[config.mk]
export PLATFORM = sky130hd
export DESIGN_NAME = apple_placer
export DESIGN_NICKNAME = d
export VERILOG_FILES = /design/src/rtl/apple_placer.sv
export SDC_FILE = /design/constraint.sdc
export NUM_CORES = 1
export LEC_CHECK = 0
export BUFFER_PORTS_ARGS = -buffer_cell sky130_fd_sc_hd__buf_4
export CAP_MARGIN = 30
export CORE_UTILIZATION = 45
export CTS_CLUSTER_DIAMETER = 150
export CTS_CLUSTER_SIZE = 14
export DETAILED_ROUTE_END_ITERATION = 8
export GPL_ROUTABILITY_DRIVEN = 0
export PLACE_DENSITY = 0.71
export SLEW_MARGIN = 10
export SYNTH_ARGS = -nofsm -noshare
export SYNTH_HDL_FRONTEND = slang
export SYNTH_SLANG_ARGS = --single-unit
[constraint.sdc]
create_clock -name VGA_clk -period 5.56 [get_ports VGA_clk]
set_input_delay 0.834 -clock VGA_clk [delete_from_list [all_inputs] [get_ports VGA_clk]]
set_output_delay 0.834 -clock VGA_clk [all_outputs]
set_load 0.01 [all_outputs]
[src/rtl/apple_placer.sv]
// apple_placer: holds the apple position, detects the snake head eating it on
// a game tick, and re-places it from sampled random coordinates. Candidates are
// rejected if out of bounds or on the head/previous apple cell. The body store
// is asked about each remaining candidate through an occ_req/occ_ack query.
// Optional feature macro: APPLE_TIMEOUT_EN relocates an uneaten apple after
// TIMEOUT_TICKS game ticks.
module apple_placer #(
  parameter int unsigned X_MIN         = 20,
  parameter int unsigned X_MAX         = 620,
  parameter int unsigned Y_MIN         = 20,
  parameter int unsigned Y_MAX         = 460,
  parameter int unsigned INIT_X        = 320,
  parameter int unsigned INIT_Y        = 240,
  parameter int unsigned MAX_RETRY     = 15,
  parameter int unsigned SCORE_W       = 8,
  parameter int unsigned TIMEOUT_TICKS = 200
) (
  input  logic               VGA_clk,
  input  logic               reset,
  input  logic               game_tick,
  input  logic [9:0]         head_X,
  input  logic [8:0]         head_Y,
  input  logic [9:0]         rand_X,
  input  logic [8:0]         rand_Y,
  output logic               occ_req,
  output logic [9:0]         occ_X,
  output logic [8:0]         occ_Y,
  input  logic               occ_ack,
  input  logic               occ_hit,
  output logic [9:0]         apple_X,
  output logic [8:0]         apple_Y,
  output logic               apple_valid,
  output logic               eat,
  output logic [SCORE_W-1:0] score
);

  localparam int unsigned RW = $clog2(MAX_RETRY + 1);
  localparam logic [9:0]    XMIN   = 10'(X_MIN);
  localparam logic [9:0]    XMAX   = 10'(X_MAX);
  localparam logic [8:0]    YMIN   = 9'(Y_MIN);
  localparam logic [8:0]    YMAX   = 9'(Y_MAX);
  localparam logic [RW-1:0] RETRY_MAX = RW'(MAX_RETRY);

  typedef enum logic [1:0] {PLACED, SAMPLE, QUERY} state_e;

  state_e             state_q, state_d;
  logic [9:0]         apple_x_q, apple_x_d;
  logic [8:0]         apple_y_q, apple_y_d;
  logic               apple_valid_q, apple_valid_d;
  logic               eat_q, eat_d;
  logic [SCORE_W-1:0] score_q, score_d;
  logic               occ_req_q, occ_req_d;
  logic [9:0]         occ_x_q, occ_x_d;
  logic [8:0]         occ_y_q, occ_y_d;
  logic [RW-1:0]      retry_q, retry_d;

  logic          cand_legal;
  logic [RW-1:0] retry_inc;

`ifdef APPLE_TIMEOUT_EN
  localparam int unsigned TW = $clog2(TIMEOUT_TICKS + 1);
  localparam logic [TW-1:0] TICK_LAST = TW'(TIMEOUT_TICKS - 1);
  logic [TW-1:0] tick_cnt_q, tick_cnt_d;

  // Timeout tick counter register
  always_ff @(posedge VGA_clk) begin
    if (reset) tick_cnt_q <= '0;
    else       tick_cnt_q <= tick_cnt_d;
  end
`else
  logic unused_timeout_cfg;
  assign unused_timeout_cfg = (TIMEOUT_TICKS != 0);
`endif

  // Candidate legality and saturating retry increment
  always_comb begin
    cand_legal = (rand_X >= XMIN) && (rand_X <= XMAX) &&
                 (rand_Y >= YMIN) && (rand_Y <= YMAX) &&
                 !((rand_X == head_X) && (rand_Y == head_Y)) &&
                 !((rand_X == apple_x_q) && (rand_Y == apple_y_q));
    retry_inc  = (retry_q >= RETRY_MAX) ? RETRY_MAX : retry_q + 1'b1;
  end

  // State and datapath registers
  always_ff @(posedge VGA_clk) begin
    if (reset) begin
      state_q       <= PLACED;
      apple_x_q     <= 10'(INIT_X);
      apple_y_q     <= 9'(INIT_Y);
      apple_valid_q <= 1'b1;
      eat_q         <= 1'b0;
      score_q       <= '0;
      occ_req_q     <= 1'b0;
      occ_x_q       <= '0;
      occ_y_q       <= '0;
      retry_q       <= '0;
    end else begin
      state_q       <= state_d;
      apple_x_q     <= apple_x_d;
      apple_y_q     <= apple_y_d;
      apple_valid_q <= apple_valid_d;
      eat_q         <= eat_d;
      score_q       <= score_d;
      occ_req_q     <= occ_req_d;
      occ_x_q       <= occ_x_d;
      occ_y_q       <= occ_y_d;
      retry_q       <= retry_d;
    end
  end

  // Next-state logic: eat/timeout detection, sampling, query handshake, commit
  always_comb begin
    state_d       = state_q;
    apple_x_d     = apple_x_q;
    apple_y_d     = apple_y_q;
    apple_valid_d = apple_valid_q;
    eat_d         = 1'b0;
    score_d       = score_q;
    occ_req_d     = occ_req_q;
    occ_x_d       = occ_x_q;
    occ_y_d       = occ_y_q;
    retry_d       = retry_q;
`ifdef APPLE_TIMEOUT_EN
    tick_cnt_d    = tick_cnt_q;
`endif
    unique case (state_q)
      PLACED: begin
        if (game_tick && (head_X == apple_x_q) && (head_Y == apple_y_q)) begin
          eat_d         = 1'b1;
          score_d       = (score_q == '1) ? score_q : score_q + 1'b1;
          apple_valid_d = 1'b0;
          retry_d       = '0;
          state_d       = SAMPLE;
`ifdef APPLE_TIMEOUT_EN
          tick_cnt_d    = '0;
        end else if (game_tick) begin
          // Eat is checked first so it wins over a coincident timeout
          if (tick_cnt_q >= TICK_LAST) begin
            apple_valid_d = 1'b0;
            retry_d       = '0;
            state_d       = SAMPLE;
            tick_cnt_d    = '0;
          end else begin
            tick_cnt_d    = tick_cnt_q + 1'b1;
          end
`endif
        end
      end
      SAMPLE: begin
        if (!cand_legal) begin
          retry_d = retry_inc;
        end else if (retry_q < RETRY_MAX) begin
          occ_x_d   = rand_X;
          occ_y_d   = rand_Y;
          occ_req_d = 1'b1;
          state_d   = QUERY;
        end else begin
          apple_x_d     = rand_X;
          apple_y_d     = rand_Y;
          apple_valid_d = 1'b1;
          state_d       = PLACED;
`ifdef APPLE_TIMEOUT_EN
          tick_cnt_d    = '0;
`endif
        end
      end
      QUERY: begin
        if (occ_ack && occ_req_q) begin
          occ_req_d = 1'b0;
          if (occ_hit) begin
            retry_d = retry_inc;
            state_d = SAMPLE;
          end else begin
            // The held query coordinates are the candidate being committed
            apple_x_d     = occ_x_q;
            apple_y_d     = occ_y_q;
            apple_valid_d = 1'b1;
            state_d       = PLACED;
`ifdef APPLE_TIMEOUT_EN
            tick_cnt_d    = '0;
`endif
          end
        end
      end
      default: state_d = PLACED;
    endcase
  end

  assign occ_req     = occ_req_q;
  assign occ_X       = occ_x_q;
  assign occ_Y       = occ_y_q;
  assign apple_X     = apple_x_q;
  assign apple_Y     = apple_y_q;
  assign apple_valid = apple_valid_q;
  assign eat         = eat_q;
  assign score       = score_q;

endmodule

---- Word-level counts from Yosys, hierarchy flattened ----
Index checks and enable logic that the tools add are counted.
word-level totals
  output and inout port bits .............. 49
  memory bits (read-only) ................. 0
  register bits ........................... 55
  memory bits (writable) .................. 0
  memories kept ........................... 0
  bits in latches ......................... 0
operators by class
  muxes and demuxes ....................... 33
  add/subtract/negate cells ............... 2
  divide/modulo/power cells ............... 0
  $lt $le $gt $ge ......................... 6
  multipliers ............................. 0
  reductions and logical operators ........ 23
  bitwise gates (word level) .............. 2
  eq/ne operators ......................... 17
  shift-type cells ........................ 0
operators with widths
  kind                                                    number
  2-to-1 mux 10 bit                                       4
  2-to-1 mux 9 bit                                        4
  equality test 10 bit                                    3
  equality test 9 bit                                     3
  2-to-1 mux 4 bit                                        5
  one-hot mux 10 bit (2 select lines)                     1
  one-hot mux 9 bit (2 select lines)                      1
  != test 2 bit, second input constant                    8
  one-hot mux 4 bit (3 select lines)                      1
  >= comparator 10 x 5 -> 1 bit, second input constant    1
  less-or-equal comparator 10 bit, second input constant  1
  logical AND 1 bit                                       10
  2-to-1 mux 1 bit                                        10
  AND reduction 5 bit                                     2
  >= comparator 9 x 5 -> 1 bit, second input constant     1
  less-or-equal comparator 9 bit, second input constant   1
  AND reduction 3 bit                                     3
  adder 8 x 1 -> 8 bit, second input constant             1
  equality test 8 bit, second input constant              1
  2-to-1 mux 2 bit                                        4
  one-hot mux 2 bit (3 select lines)                      1
  AND reduction 6 bit                                     1
  adder 4 x 1 -> 4 bit, second input constant             1
  >= comparator 4 bit, second input constant              1
  other kinds (12)                                        14

---- Logic depth before layout (Yosys ltp) ----
Gate-level depths: netlist (run 1).
  depth in word-level cells ............... 8
  depth in mapped cells ................... 9

---- Worst setup path after synthesis (run 1) ----
OpenSTA, ideal clock, no wires.
  path kind ............................... input-to-reg
  start point ............................. input port rand_Y[8]
  end point ............................... register apple_x_q[5] (netlist: apple_X[5])
  cell stages on the path ................. 9
  buffers on the path ..................... 2
  required time ........................... 5.432 ns
  path slack .............................. 2.947 ns
  arrival time ............................ 2.486 ns
  cell sequence ........................... buf_2 > xnor2_1 > nand4_1 > nor4_1 > a211oi_1 > a31oi_2 > buf_2 > mux2i_1 > nor2_1
on the way
  cells in the longest elaborated chain, start to end .. 7
ends and longest elaborated chain
  element                                                                     line    source
  from (decl)                                                                 24      input logic [8:0] rand_Y,
  >= comparator 9 x 5 -> 1 bit / equality test 9 bit (equally long branches)  78, 79
  logical AND 1 bit (on tied branches)                                        77, 79
  logical AND 1 bit / zero test 1 bit (equally long branches)                 78, 79
  logical AND 1 bit                                                           78      (rand_Y >= YMIN) && (rand_Y <= YMAX) &&
  logical AND 1 bit *                                                         79      !((rand_X == head_X) && (rand_Y == head_Y)) &&
  != test 2 bit (no source line) *                                            --
  AND reduction 5 bit (no source line) *                                      --
  to (signal assigned)                                                        88      apple_x_q <= 10'(INIT_X);
  to (signal assigned)                                                        99      apple_x_q <= apple_x_d;
  to (decl)                                                                   47      logic [9:0] apple_x_q, apple_x_d;
Every way passes the cells marked *; elsewhere a longest branch is shown, timed or not.
A chain may end at the register's enable or synchronous reset.

---- Worst setup path in the final report (run 1) ----
  start point ............................. input port rand_X[6]
  end point ............................... register apple_y_q[3] (netlist: apple_Y[3])
on the way
  cells in the longest elaborated chain, start to end .. 8
ends and longest elaborated chain
  element                                                                                  line  source
  from (decl)                                                                              23    input logic [9:0] rand_X,
  >= comparator 10 x 5 -> 1 bit / less-or-equal comparator 10 bit (equally long branches)  77    cand_legal = (rand_X >= XMIN) && (rand_X <= XMAX) &&
  logical AND 1 bit (2 in series)                                                          77
  logical AND 1 bit (2 in series)                                                          78
  logical AND 1 bit *                                                                      79
  != test 2 bit (no source line) *                                                         --
  AND reduction 5 bit (no source line) *                                                   --
  to (signal assigned)                                                                     89    apple_y_q <= 9'(INIT_Y);
  to (signal assigned)                                                                     100   apple_y_q <= apple_y_d;
  to (decl)                                                                                48    logic [8:0] apple_y_q, apple_y_d;
Marked as above.

==> metrics.txt, run 1 <==
Max Slew Vio Count 0; post-CTS sizing 0; core area 6910 um2; worst-path cell chain buf_4 -> xnor2_1 -> nand4_1 -> nor4_1 -> a211oi_1 -> a31oi_2 -> buf_4 -> mux2i_1 -> nor2_1; Crit path max-delay family compound AO/OA/AOI/OAI gates; Async SR Flop Fraction 0; Register Area 1100 um2; largest net degree at the start of global routing 69; Cells after Synth 370; Min-Delay Path Class flop to flop; #FFs+latches synth 55; Avg WL per Cell 15.9 um; final net count 499; FF-to-FF setup slack 2990 ps; Rows 30; worst r2r dst apple_Y[3]; WP data required 5730 ps; Die Y 87.0 um; Via density 5.37; Synth area leaders dfxtp_1 34%, mux2i_1 11%, xnor2_1 11%, nor2_1 6.1%, xor2_1 5.9%; worst skew pair latency 300 ps; power per cell area 258 nW/um2; post-synth net total 419; antenna-violating nets left 0; Crit. End Element flop; Boundary Pins 92; CTS max path bufs 2; cts hold-fix bufs 0; M1 WL 3.93 mm; ant diodes 0; CP startpoint rand_X[6]; number of CTS-inserted buffers 5; Worst R2R Start apple_Y[5]; ys flop type dfxtp_1; via count 2929; Initial Utilization 0.471; max_slew headroom 0.502; post-CTS setup buffers 0; WL met3 441 um; cell repeated most along the worst path buf_4; HPWL Detailed 6.61 mm; clock root buffer clkbuf_8; drt drc 0; global route total overflow 0; post-synth top area cell dfxtp_1; Max Freq 0.329 GHz; Finish-stage setup viols 0; 1st-iter DRT viols 173; most frequent cells in the layout 94 x buf_4, 55 x dfxtp_1, 53 x nor2_1; H-tree depth 2; All-Layer GR Usage 0.242; CTS clk-pin slew, worst paths 100 ps; Worst VDD drop 0.000117 V; Hold Fails Final Rpt 0; WP buf/inv 2; Slew @ Worst Pin 745 ps; Die W 87.0 um; unrepaired setup endpoints after global routing false; setup TNS 0 ps; minimum clock period 3040 ps; CP Class input pin to flop; Mapped Area 3250 um2; initial antenna violation count 0; Levels on crit path 9; die footprint 7580 um2; CP endpoint apple_Y[3]; critical path's slowest cell a31oi_2; status complete, no violations; area of the multi-input gates 2020 um2; first-pass GRT wire length 14.3 mm; arrival time at the worst endpoint 3210 ps; Pre-antenna DRT Iters 4; CTS tree built; Syn Area/Cell 8.80 um2; Max stage delay on crit path 670 ps; Area Overhead vs Synth 24.7%; Layout fillers 647; max-cap violation count 0; startpoint class of the critical path input pin; setup skew after layout 6.86 ps; fin util 0.588; uppermost layer routed met4; number of global-route vias before repair 2864; met2 wire length 4.21 mm; Netlist cell types 38; Post-synth EDFFs 0; Pleak 1.81 nW; worst-case reg-to-reg path depth 8; Yosys Warn Count 0; fin crit share 0.546; PortBufs 91; Sink Count 55; top cell type's share of synthesized area 0.338; most common cell after layout, fill and taps aside buf_4; final WL 8.66 mm; layout cells sized above 1 0.256; Crit Path Max Fanout 18; post-synthesis sequential area ratio 0.338
-- cell type report --
class / instances / area share
clock buffer: 5 / 0.0170
clock inverter: 1 / 0.00185
tap: 96 / 0.0296
inverter: 8 / 0.00740
sequential: 55 / 0.271
timing repair buffer: 94 / 0.174
multi-input combinational: 286 / 0.499
-- how the worst min path moves through the flow --
stage | cells past startpoint | startpoint | to
6_report | 2 | retry_q[1] | retry_q[1]
5_1_grt | 2 | retry_q[1] | retry_q[1]
4_1_cts | 2 | retry_q[1] | retry_q[1]
3_5_place_dp | 2 | retry_q[1] | retry_q[1]
3_3_place_gp | 2 | retry_q[1] | retry_q[1]
2_1_floorplan | 2 | retry_q[1] | retry_q[1]
-- worst register-to-register path, delay by kind of cell, from the launching register on --
kind                      cells  cell delay (ps)
DFF                           1              470
buffers and inverters         1              390
xor gates and xnor gates      1              150
and+or+nand+nor               4              610
muxes                         1              230
AOI/OAI and AO/OA             1              580
-- registers in the layout (all words and copies together) (netlist names) --
| register | count |
|---|---|
| apple_X | 10 |
| occ_X | 10 |
| apple_Y | 9 |
| occ_Y | 9 |
| score | 8 |
| retry_q | 4 |
| state_q | 2 |
| apple_valid | 1 |
| eat | 1 |
| occ_req | 1 |
-- cell families after synthesis --
| family | after synthesis | synth area share |
|---|---|---|
| fa+ha+maj | 6 | 0.0231 |
| flops | 55 | 0.338 |
| compound gates | 43 | 0.0923 |
| mux | 49 | 0.155 |
| simple gates | 126 | 0.185 |
| xor+xnor | 62 | 0.167 |
| buf+inv | 29 | 0.0396 |
-- per-layer routing --
layer	track usage	vias up
li1	-	1445
met1	0.326	1392
met2	0.407	84
met3	0.0445	8
met4	0.0409	0
met5	0	-
-- where the power goes --
group,switching [W],internal (W)
Sequential,0.0000473,0.000431
Clock,0.000128,0.0000841
Combinational,0.000181,0.000174
-- cell usage after synthesis (2+ instances only) --
| library cell | n |
|---|---|
| dfxtp_1 | 55 |
| nor2_1 | 53 |
| xnor2_1 | 40 |
| mux2i_1 | 37 |
| xor2_1 | 22 |
| nand2_1 | 15 |
| nand3_1 | 13 |
| a21oi_1 | 12 |
| clkbuf_1 | 12 |
| mux2_2 | 12 |
| nand4_1 | 11 |
| nor3_1 | 9 |
| inv_1 | 8 |
| nor4_1 | 8 |
| o21ai_0 | 8 |
| a2111oi_0 | 6 |
| buf_2 | 6 |
| ha_1 | 6 |
| nor2b_1 | 6 |
| a211oi_1 | 4 |
| nand2b_1 | 3 |
| o31ai_1 | 3 |
| a311oi_1 | 2 |
| a31o_2 | 2 |
| nand3b_1 | 2 |
| o211a_1 | 2 |
| or3_1 | 2 |
-- per-stage QoR --
stage,total power (W),cells,hold slack (ps),worst slack [ps],cell area [um2]
5_1_grt,0.00110,545,553,2330,4060
2_1_floorplan,0.000698,370,469,2950,3250
6_report,0.00105,545,522,2520,4060
3_3_place_gp,0.000833,539,491,2280,3980
3_5_place_dp,0.000840,539,505,2230,3980
4_1_cts,0.00105,545,523,2550,4060
No activity file was read; power rests on OpenSTA's default activity.
==> run 2, diff against run 1 <==
ABC_AREA = 1   (was default)
PLACE_DENSITY = 0.68   (was 0.71)
clock period = 3 ns   (was 5.56 ns; I/O delays follow)
==> run 2 against run 1 <==
Global-route usage rose by 1.9 points; critical path depth rose by 1; die area rose by 26%.
==> metrics.txt, run 2 <==
status complete, no violations; power per cell area 679 nW/um2 (+160%); CTS max path bufs 2 (unchanged); WP data required 3250 ps (-2480 ps); via count 4754 (+62%); initial antenna violation count 0 (unchanged); Netlist cell types 30 (-21%); Die Y 97.5 um (+12%); CTS tree built; Hold Fails Final Rpt 0 (unchanged); CTS clk-pin slew, worst paths 100 ps (about the same); cts hold-fix bufs 0 (unchanged); Crit Path Max Fanout 32 (+14); final hold slack 368 ps (-154 ps); Layout Cells excl Fill 926 (+70%); setup TNS 0 ps (unchanged); placed insts 918 (+70%); first-pass GRT wire length 20.5 mm (+44%); arrival time at the worst endpoint 2600 ps (-610 ps); M1 WL 5.70 mm (+45%); largest net degree at the start of global routing 33 (-52%); clock root buffer clkbuf_8; drt drc 0 (unchanged); minimum clock period 2340 ps; Die W 97.5 um (+12%); fin crit share 0.781; Avg WL per Cell 13.4 um (-15%); antenna-violating nets left 0 (unchanged); Pre-antenna DRT Iters 6 (+2); global route total overflow 0 (unchanged); post-CTS sizing 0 (unchanged); Pleak 2.71 nW (+49%); 1st-iter DRT viols 320 (+85%); Sink Count 55 (unchanged); Crit. End Element flop; post-synth net total 782 (+87%); Cells after Synth 733 (+98%); number of global-route vias before repair 4418 (+54%); Max Slew Vio Count 0 (unchanged); Boundary Pins 92 (unchanged); final WL 12.4 mm (+44%); Max Freq 0.427 GHz; startpoint class of the critical path flop; post-synthesis sequential area ratio 0.268 (-0.0701); layout cells sized above 1 0.142 (-0.114); HPWL Detailed 9.73 mm (+47%); Synth top cells by count 268 x nand2_1, 131 x nor2_1, 93 x inv_1; dpl ws 652 ps (-1580 ps); max_slew headroom 0.465 (-0.0370); Rows 34 (+13%); Worst Hold Depth 2 (unchanged); top cell type's share of synthesized area 0.268 (-0.0701); Syn Area/Cell 5.60 um2 (-36%); Worst R2R Start state_q[0]; CP Class flop to flop; most frequent cell after synthesis nand2_1; ys flop type dfxtp_1; post-synth top area cell dfxtp_1; unrepaired setup endpoints after global routing false; most common cell after layout, fill and taps aside nand2_1; Yosys Warn Count 0 (unchanged); Layout fillers 915 (+41%); Synth area leaders dfxtp_1 27%, nand2_1 25%, nor2_1 12%, inv_1 8.5%, nand3_1 5.4%; most frequent cells in the layout 268 x nand2_1, 131 x nor2_1, 95 x buf_4; PortBufs 91 (unchanged); worst-case reg-to-reg path depth 10 (+2); max-cap violation count 0 (unchanged); die footprint 9510 um2 (+26%); All-Layer GR Usage 0.261 (+0.0195); WL met3 662 um (+50%); core area 8760 um2 (+27%); met2 wire length 5.91 mm (+40%); slack of the critical path 656 ps (-1870 ps); Finish-stage setup viols 0 (unchanged); Async SR Flop Fraction 0 (unchanged); ant diodes 0 (unchanged); Via density 5.13 (-4.5%); post-CTS setup buffers 0 (unchanged); Area Overhead vs Synth 20.7%; number of CTS-inserted buffers 5 (unchanged); Mapped Area 4110 um2 (+26%); worst hold path startpoint reset; Initial Utilization 0.468 (-0.00275); uppermost layer routed met4; worst skew pair latency 320 ps (+20 ps); #FFs+latches synth 55 (unchanged); Worst VDD drop 0.000314 V (+170%); Min-Delay Path Class input pin to flop; Post-synth EDFFs 0 (unchanged); final net count 866 (+74%); Slew @ Worst Pin 802 ps (+57.0 ps); CP startpoint state_q[0]; H-tree depth 2 (unchanged); setup skew after layout 12.8 ps (+5.92 ps)
==> run 2: where the power goes <==
part	total, W	internal, W	switching [W]
sequential	0.00109	0.000908	0.000182
combinational	0.00180	0.000678	0.00112
clock	0.000472	0.000212	0.000260
total	0.00336	0.00180	0.00157
==> run 2: routing by layer <==
metal	vias to the layer above	global-route usage
li1	2407	-
met1	2176	0.343
met2	156	0.449
met3	15	0.0266
met4	0	0.0814
met5	-	0
==> run 2: final timing paths <==
kind | end | slack (ps)
setup / recovery | apple_X[4] | 660
hold reg to reg | score[7] | 490
hold / removal | score[5] | 370
setup reg to reg | apple_X[4] | 660
==> run 2: logic make-up (layout without fill, tap and decap cells) <==
logic type | count (synthesis) | after routing | share of synthesized area
flops | 55 | 55 | 0.268
buf+inv | 116 | 201 | 0.118
compound gates | 43 | 43 | 0.0533
xor+xnor | 22 | 22 | 0.0469
fa+ha+maj | 6 | 6 | 0.0183
simple gates | 491 | 491 | 0.495
==> run 2: critical path, stage by stage (launching register included) <==
cell     delay, ps
dfxtp_1        400
inv_1           80
ha_1           190
buf_4          200
nand2_1        130
o21ai_0        190
nor3_4         460
nand2_4        320
nand2_1        130
nand2_1         60
nor2_1         120
==> run 2: final cells by class <==
type                            count  area, um2  area share
Inverter                           97        364      0.0735
Clock buffer                        8        100      0.0202
Timing Repair Buffer               96        733       0.148
Sequential cell                    55       1100       0.222
Multi-Input combinational cell    562       2520       0.509
Tap cell                          108        135      0.0273
==> run 2: stage by stage <==
stage | instance area, um2 | util | total power, W
CTS | 4950 | 0.565 | 0.00335
global route | 4950 | 0.565 | 0.00366
finish | 4950 | 0.565 | 0.00336
floorplan | 4110 | - | 0.00231
detailed placement | 4850 | 0.554 | 0.00288
global placement | 4850 | 0.554 | 0.00283
==> run 3, diff against run 2 <==
clock period = 2.4 ns   (was 3 ns; I/O delays follow)
==> run 3 against run 2 <==
Worst setup slack worse by 210 ps; total power up 25%; utilization about the same; register-to-register slack worse by 210 ps; count of clock-buffer cells in the layout did not move.
==> metrics.txt, run 3 (same netlist as run 2, synthesis figures left out) <==
status complete, no violations; Max Freq 0.511 GHz (+20%); critical path's slowest cell nor3b_2; Area Overhead vs Synth 20.7% (about the same); Register Area 1100 um2 (unchanged); most common cell after layout, fill and taps aside nand2_1; CTS max path bufs 2 (unchanged); CP Class flop to flop; Clock power frac 0.139 (about the same); ant diodes 0 (unchanged); PortBufs 91 (unchanged); number of CTS-inserted buffers 5 (unchanged); Boundary Pins 92 (unchanged); Sink Count 55 (unchanged); die footprint 9510 um2 (unchanged); post-CTS setup buffers 0 (unchanged); Max Slew Vio Count 0 (unchanged); Net Sw Frac 0.461 (-0.00413); HPWL Detailed 9.53 mm (-2.1%); largest net degree at the start of global routing 42 (+27%); first-pass GRT wire length 20.3 mm (-1.3%); Via density 4.99 (-2.8%); Pre-antenna DRT Iters 5 (-1); Max stage delay on crit path 460 ps (about the same); Worst VDD drop 0.000415 V (+32%); H-tree depth 2 (unchanged); arrival time at the worst endpoint 2170 ps (-430 ps); worst-case reg-to-reg path depth 11 (+1); cell repeated most along the worst path nand2_1; CP endpoint score[6]; CTS clk-pin slew, worst paths 110 ps (about the same); final net count 868 (+0.23%); clock root buffer clkbuf_8; startpoint class of the critical path flop; Slew @ Worst Pin 508 ps (-294 ps); FF-to-FF setup slack 440 ps (-210 ps); Layout fillers 909 (-0.66%); max-cap violation count 0 (unchanged); final WL 12.2 mm (-2.3%); number of global-route vias before repair 4426 (+0.18%); setup skew after layout 12.2 ps (-0.588 ps); cts hold-fix bufs 0 (unchanged); All-Layer GR Usage 0.260 (-0.00153); most frequent cells in the layout 268 x nand2_1, 131 x nor2_1, 98 x buf_4; Initial Utilization 0.468 (unchanged); Sequential Power Share 0.323 (about the same); Crit Path Max Fanout 9 (-72%); Min-Delay Path Class input pin to flop; initial antenna violation count 0 (unchanged); Avg WL per Cell 13.1 um (-2.5%); Rows 34 (unchanged); minimum clock period 1960 ps (-386 ps); WP data required 2610 ps (-640 ps); setup TNS 0 ps (unchanged); Finish-stage setup viols 0 (unchanged); Tot Pwr 0.00420 W (+25%); P_sw 0.00194 W (+24%); worst r2r dst score[6]; antenna-violating nets left 0 (unchanged); post-CTS sizing 0 (unchanged); Hold Fails Final Rpt 0 (unchanged); worst skew pair latency 320 ps (about the same); worst-path cell chain inv_1 -> nand2_1 -> nand2_1 -> nor2_1 -> nand2_1 -> nor2_1 -> nand3_1 -> nor3b_2 -> nand3_1 -> nand2_1 -> nor2_1; Die W 97.5 um (unchanged); internal power 0.00226 W (+26%); Worst Hold Depth 2 (unchanged); Worst R2R Start apple_Y[4]; via count 4631 (-2.6%); unrepaired setup endpoints after global routing false; layout cells sized above 1 0.144 (+0.00209); area of the multi-input gates 2520 um2 (unchanged); final hold slack 280 ps (-88.3 ps); max_slew headroom 0.660 (+0.195); CTS tree built; fin crit share 0.816 (+0.0344); 1st-iter DRT viols 210 (-34%); Crit. End Element flop; Comb pwr share 0.538 (+0.003); global route total overflow 0 (unchanged); drt drc 0 (unchanged); Pleak 2.71 nW (+0.18%); Die Y 97.5 um (unchanged); power per cell area 848 nW/um2 (+25%); CP startpoint apple_Y[4]; core area 8760 um2 (unchanged)
run 3: changes by cell type in the layout (fill, tap and decap cells not counted), sizes merged:
cell and change:
buf +2
run 3: worst max-delay path: cells and delay by family, from the launching register on:
| family | cells | cell delay (ps) |
|---|---|---|
| buffers and inverters | 1 | 90 |
| flip-flops | 1 | 440 |
| AND/OR/NAND/NOR | 10 | 1330 |
run 3: area by class of cell:
type                       count  share of cell area
inverter                      97              0.0735
sequential                    55               0.222
tap                          108              0.0273
multi-input combinational    562               0.508
clock buffer                   8              0.0202
timing repair buffer          98               0.148
run 3: layer usage:
metal  GRT usage  part of all wire  vias up
li1            -                 -     2409
met1       0.331              0.46     2048
met2       0.443              0.46      151
met3      0.0388             0.063       23
met4      0.0939             0.023        0
met5           0                 0        -
run 3: worst min path at each step:
| stage | end | start | slack, ps |
|---|---|---|---|
| 2_1_floorplan | retry_q[3] | retry_q[3] | 460 |
| 3_3_place_gp | apple_valid | apple_valid | 440 |
| 3_5_place_dp | apple_valid | apple_valid | 450 |
| 4_1_cts | score[5] | reset | 270 |
| 5_1_grt | score[6] | reset | 280 |
| 6_report | score[5] | reset | 280 |
run 3: metrics by stage:
step                      instance area [um2]  setup slack, ps  utilization  std cells
after floorplan                          4110              534            -        733
after global placement                   4860              448        0.554        920
after detailed placement                 4860              384        0.554        920
after CTS                                4960              444        0.566        928
after global routing                     4960              131        0.566        928
final                                    4960              442        0.566        928
run 3: power by group through the flow:
stage | Sequential, W | Combinational (W) | Clock [W]
2_1_floorplan | 0.00141 | 0.00148 | 0
3_3_place_gp | 0.00137 | 0.00219 | 0
3_5_place_dp | 0.00137 | 0.00225 | 0
4_1_cts | 0.00135 | 0.00226 | 0.000603
5_1_grt | 0.00139 | 0.00257 | 0.000636
6_report | 0.00136 | 0.00226 | 0.000585
